File: config.mk
export PLATFORM = sky130hd
export DESIGN_NAME = hazard_scoreboard
export DESIGN_NICKNAME = d
export VERILOG_FILES = /design/src/rtl/hazard_scoreboard_pkg.sv /design/src/rtl/hazard_scoreboard_slot.sv /design/src/rtl/hazard_scoreboard.sv
export SDC_FILE = /design/constraint.sdc
export NUM_CORES = 1
export LEC_CHECK = 0
export CAP_MARGIN = 25
export CORE_MARGIN = 2
export CORE_UTILIZATION = 43
export DETAILED_ROUTE_END_ITERATION = 8
export GPL_TIMING_DRIVEN = 1
export PLACE_DENSITY_LB_ADDON = 0.1
export SYNTH_ARGS = -nofsm -noshare
export SYNTH_HDL_FRONTEND = slang
export SYNTH_SLANG_ARGS = --single-unit
File: constraint.sdc
create_clock -name clk -period 1.83 [get_ports clk]
set_input_delay 0.183 -clock clk [delete_from_list [all_inputs] [get_ports clk]]
set_output_delay 0.183 -clock clk [all_outputs]
set_load 0.02 [all_outputs]
File: src/rtl/hazard_scoreboard_pkg.sv
// Shared definitions for the ID-stage hazard scoreboard.
//   REG_FILE_ADDR_LEN : register-file address width (default REG_ADDR_W)
//   STALL_CNT_LEN     : stall statistics counter width (default STALL_CNT_W)
//   NUM_SLOTS / SLOT_*: shadow pipeline depth and slot positions
package hazard_scoreboard_pkg;

    localparam int REG_FILE_ADDR_LEN = 5;
    localparam int STALL_CNT_LEN     = 16;

    localparam int NUM_SLOTS = 3;
    localparam int SLOT_EX   = 0;
    localparam int SLOT_MEM  = 1;
    localparam int SLOT_WB   = 2;

endpackage

File: src/rtl/hazard_scoreboard_slot.sv
// One entry of the shadow pipeline: a registered {valid, dest, load} triple.
// Ports:
//   clk, rst      : clock, asynchronous active-low clear
//   i_hold        : 1 = keep current contents (global pipeline freeze)
//   i_valid/i_dest/i_load : value shifted in on the next rising edge
//   o_valid/o_dest/o_load : current slot contents
module scoreboard_slot
    import hazard_scoreboard_pkg::*;
#(
    parameter int REG_ADDR_W = REG_FILE_ADDR_LEN
) (
    input  logic                  clk,
    input  logic                  rst,
    input  logic                  i_hold,
    input  logic                  i_valid,
    input  logic [REG_ADDR_W-1:0] i_dest,
    input  logic                  i_load,
    output logic                  o_valid,
    output logic [REG_ADDR_W-1:0] o_dest,
    output logic                  o_load
);

    logic                  r_valid;
    logic [REG_ADDR_W-1:0] r_dest;
    logic                  r_load;

    always_ff @(posedge clk or negedge rst) begin
        if (!rst) begin
            r_valid <= 1'b0;
            r_dest  <= '0;
            r_load  <= 1'b0;
        end else if (!i_hold) begin
            r_valid <= i_valid;
            r_dest  <= i_dest;
            r_load  <= i_load;
        end
    end

    assign o_valid = r_valid;
    assign o_dest  = r_dest;
    assign o_load  = r_load;

endmodule

File: src/rtl/hazard_scoreboard.sv
// Hazard scoreboard for the ID stage of a 5-stage MIPS pipeline.
// Shadows the destination registers of instructions in EX/MEM/WB and compares
// them with the Rs/Rt of the ID instruction to request a bubble.
// Ports:
//   clk, rst (async active-low), fwd_en, pipe_freeze
//   id_rs, id_rt, id_uses_rt, id_wb_en, id_mem_read, id_dest, branch_taken
//   hazard_detected, pc_freeze, ifid_freeze, if_flush : combinational outputs
//   stall_count : saturating count of non-frozen stall cycles
module hazard_scoreboard
    import hazard_scoreboard_pkg::*;
#(
    parameter int REG_ADDR_W  = REG_FILE_ADDR_LEN,
    parameter int STALL_CNT_W = STALL_CNT_LEN
) (
    input  logic                   clk,
    input  logic                   rst,
    input  logic                   fwd_en,
    input  logic                   pipe_freeze,
    input  logic [REG_ADDR_W-1:0]  id_rs,
    input  logic [REG_ADDR_W-1:0]  id_rt,
    input  logic                   id_uses_rt,
    input  logic                   id_wb_en,
    input  logic                   id_mem_read,
    input  logic [REG_ADDR_W-1:0]  id_dest,
    input  logic                   branch_taken,
    output logic                   hazard_detected,
    output logic                   pc_freeze,
    output logic                   ifid_freeze,
    output logic                   if_flush,
    output logic [STALL_CNT_W-1:0] stall_count
);

    logic [NUM_SLOTS-1:0]  w_valid;
    logic [NUM_SLOTS-1:0]  w_load;
    logic [REG_ADDR_W-1:0] w_dest [NUM_SLOTS];
    logic [NUM_SLOTS-1:0]  w_in_valid;
    logic [NUM_SLOTS-1:0]  w_in_load;
    logic [REG_ADDR_W-1:0] w_in_dest [NUM_SLOTS];

    logic w_hazard;
    logic w_hit_ex;
    logic w_hit_mem;

    logic [STALL_CNT_W-1:0] r_stall_count;

    // Register 0 is hard-wired to zero, so it never carries a dependency.
    function automatic logic reg_match(input logic                  v,
                                       input logic [REG_ADDR_W-1:0] d,
                                       input logic [REG_ADDR_W-1:0] r);
        return v & (r != '0) & (d == r);
    endfunction

    function automatic logic src_hit(input logic                  v,
                                     input logic [REG_ADDR_W-1:0] d);
        return reg_match(v, d, id_rs) | (id_uses_rt & reg_match(v, d, id_rt));
    endfunction

    // Shadow pipeline: EX is fed from ID (bubbled when stalling), the others
    // shift from the slot ahead of them.
    generate
        for (genvar gi = 0; gi < NUM_SLOTS; gi++) begin : g_slot
            if (gi == SLOT_EX) begin : g_head
                assign w_in_valid[gi] = id_wb_en & ~w_hazard & (id_dest != '0);
                assign w_in_dest[gi]  = id_dest;
                assign w_in_load[gi]  = id_mem_read & ~w_hazard;
            end else begin : g_tail
                assign w_in_valid[gi] = w_valid[gi-1];
                assign w_in_dest[gi]  = w_dest[gi-1];
                assign w_in_load[gi]  = w_load[gi-1];
            end

            scoreboard_slot #(
                .REG_ADDR_W(REG_ADDR_W)
            ) u_slot (
                .clk     (clk),
                .rst     (rst),
                .i_hold  (pipe_freeze),
                .i_valid (w_in_valid[gi]),
                .i_dest  (w_in_dest[gi]),
                .i_load  (w_in_load[gi]),
                .o_valid (w_valid[gi]),
                .o_dest  (w_dest[gi]),
                .o_load  (w_load[gi])
            );
        end
    endgenerate

    assign w_hit_ex  = src_hit(w_valid[SLOT_EX],  w_dest[SLOT_EX]);
    assign w_hit_mem = src_hit(w_valid[SLOT_MEM], w_dest[SLOT_MEM]);

    // WB never stalls: the register file writes in the first half-cycle and
    // reads in the second. The slot is kept so the shadow mirrors the pipe.
    logic w_wb_unused;
    assign w_wb_unused = ^{w_valid[SLOT_WB], w_dest[SLOT_WB], w_load[SLOT_WB]};

    // With forwarding only a load in EX cannot deliver its data in time.
    assign w_hazard = fwd_en ? (w_load[SLOT_EX] & w_hit_ex)
                             : (w_hit_ex | w_hit_mem);

    always_ff @(posedge clk or negedge rst) begin
        if (!rst) begin
            r_stall_count <= '0;
        end else if (w_hazard && !pipe_freeze &&
                     (r_stall_count != {STALL_CNT_W{1'b1}})) begin
            r_stall_count <= r_stall_count + 1'b1;
        end
    end

    assign hazard_detected = w_hazard;
    assign pc_freeze       = w_hazard;
    assign ifid_freeze     = w_hazard;
    // A branch evaluated on stale operands is not resolved yet.
    assign if_flush        = branch_taken & ~w_hazard;
    assign stall_count     = r_stall_count;

endmodule

==> results.yml <==
global_route:
  overflow: 0
  grt_usage_pct: 22.8
  antenna_found_initial: 0
  grt_max_degree: 30
  grt_pass1_wl_um: 7210
  grt_pass1_vias: 1495
cts:
  cts_max_path_buffers: 2
  cts_tree: "built"
  clock_sinks: 29
  hold_buffers: 0
  cts_root_buf: "clkbuf_8"
  clk_latency_ps: 290
  clkTransAtPathRegs_ps: 70
  htreeDepth: 2
  cts_buffers: 5
timing:
  finClkSkew_ps: 13.8
  slew_headroom_pct: 63.2
  period_share_pct: 116
  hold_viol_final: 0
  finalMaxSlewViolations: 0
  setup_ws_ps: -290
  clock.fmax_ghz: 0.472
  rsz0062_at_grt: "yes"
  setup_viol: 19
  worstMarginPinSlew_ps: 546
  period_minus_slack_ps: 2120
logic_synthesis:
  ys_seq_area_share_pct: 44.2
  syn_area_sq_mm: 0.00164
  synth_most_common_cell: "dfrtp_1"
  yosys_warnings: 0
  synth.largest_area_cell: "dfrtp_1"
  synth_ff_type: "dfrtp_1"
  synthTopCellsByCount: "dfrtp_1 (29), xor2_1 (22), nand3_1 (13), xnor2_1 (13), mux2_2 (11)"
  ys_seq_elements: 29
  synth_edf_count: 0
  ys_types: 30
  synth_area_leaders: "dfrtp_1 (44%), xor2_1 (12%), mux2_2 (7.6%)"
  avgSynthCellArea_sq_um: 11.1
  netlist_instances: 148
  synth_top_area_share_pct: 44.2
  syn_nets: 172
  synthArstFlopShare_pct: 100
power_and_ir_drop:
  p_per_area_mw_per_mm2: 609
  ir_drop_uv: 537
  leakagePower_nw: 1.26
  p_total_mw: 1.79
die:
  die_y_um: 65.8
  ios: 43
  dieWidth_um: 65.8
  start_util_pct: 44.8
  die_area_sq_mm: 0.00433
  fp.coreArea_sq_mm: 0.00366
  std_cell_rows: 22
routing:
  ant_nets: 0
  drcViolationCount: 0
  vias: 1510
  drt_iter0_drc: 45
  viasPerCell: 5.19
  drt_pass1_iterations: 4
  wl_per_cell_um: 16.5
  wirelength_um: 4790
worst_setup_path:
  crit_arrival_ps: 1940
  cp-start-kind: "register"
  timing.rr.start: "g_slot[0].u_slot.o_dest[4]"
  required_ps: 1650
  crit_path_start: "g_slot[0].u_slot.o_dest[4]"
  cp-end-kind: "output pin"
  critPathMaxFanout: 5
  worstSetupPathType: "reg -> out"
hold_path:
  hp-class: "in -> async"
placement:
  hpwl_um: 3180
  place_inst: 274
  place_ws_ps: -809
  portBuffers: 42
  place_congestion: 0.902
status:
  status: "finished with violations"
  violations: "negative setup slack"
job:
  max_cap_violations: 0
final_layout:
  instances_no_fill: 291
  synthToLayoutAreaGrowth_pct: 78.9
  layout-drive-gt1-share_pct: 52.3
  nets: 267
  n_antenna_cell: 0
  fillers: 221
[sequential cells by signal, summed over array words and instances, names as in the netlist]
| signal | count |
|---|---|
| stall_count | 16 |
| g_slot.u_slot.o_valid | 2 |
| g_slot.u_slot.o_load | 1 |
| g_slot.u_slot.o_dest | 10 |
[final cells by class]
class | instances | area [sq um] | share of cell area, %
well taps | 48 | 60.1 | 2.05
inverters | 4 | 15.0 | 0.512
flip-flops and latches | 29 | 732 | 24.9
repair buffers | 94 | 836 | 28.5
clock buffers | 7 | 86.3 | 2.94
multi-input cells | 109 | 1200 | 41.1
[where the power goes]
group | internal (mW) | leakage (nW) | switching [mW]
combinational | 0.271 | 0.852 | 0.217
clock | 0.298 | 0.0443 | 0.238
sequential | 0.701 | 0.364 | 0.0632
[layout by cell type, fill, tap and decap left out, types with 2 or more instances in the layout]
cell type        count
a211oi_4             2
a211oi_2             4
nor4_4               4
a2111oi_4            5
buf_12               2
o21ai_4              3
xor2_1              22
a21oi_4              3
nand3_1             10
nor2_2               2
nor2_1               2
nand3_2              2
dfrtp_1             24
inv_1                4
dfrtp_2              5
xnor2_2              5
o21ai_0              3
buf_6                7
buf_4               44
xnor2_1              8
or4_4                2
clkbuf_2             8
clkdlybuf4s50_1     28
nand2_1              6
clkbuf_8             6
nand4_1              3
mux2_2              11
[critical path, stage by stage, from the launching register on]
cell and delay [ps]:
dfrtp_2 440, xnor2_2 180, nand3_2 120, nor4_4 270, buf_4 170, nor2_2 40, o22ai_4 160, buf_6 140
buf_6 110
[cells by family after synthesis]
| logic type | count (synthesis) | synth area share (%) |
|---|---|---|
| compound gates | 24 | 10.6 |
| simple gates | 37 | 13.6 |
| mux | 12 | 8.47 |
| fa+ha+maj | 1 | 0.763 |
| buf+inv | 10 | 3.66 |
| xor+xnor | 35 | 18.7 |
| flops | 29 | 44.2 |
[per-stage QoR]
stage	hold WS [ps]	util, %	instance area [sq um]	setup TNS [ps]
after floorplan	-113	-	1780	-475
after global placement	468	69.7	2550	-11460
after detailed placement	489	69.7	2550	-12220
after CTS	290	75.2	2750	-3530
after global routing	294	80.1	2930	-5850
final	270	80.1	2930	-3900
[per-layer routing]
metal  wire, um  part of all wire, %  vias up  global-route usage, %
met5          0                    0        -                      0
met4         84                  1.8        0                   9.90
met3        191                  4.0        8                   6.16
met2       2420                   51       35                   35.9
met1       2090                   44      745                   29.2
li1           -                    -      722                      -
[worst paths after layout]
kind                                              endpoint  slack [ps]  depth (start not counted)
worst max-delay path                           ifid_freeze        -290                          8
worst min-delay path            g_slot[1].u_slot.o_dest[4]         270                          2
worst max register to register             stall_count[15]        -250                          8
worst min register to register             stall_count[11]         500                          1
max in group asynchronous       g_slot[1].u_slot.o_dest[3]        1250                          2
min in group clk                  g_slot[0].u_slot.o_valid         500                          3
[what timing repair did]
item,CTS,global route
pin swaps,17,21
cloned,0,1
endpoints found under the setup margin,22,20
buffers inserted,2,7
resized for setup,51,38
Power figures use the tool's default switching activity.
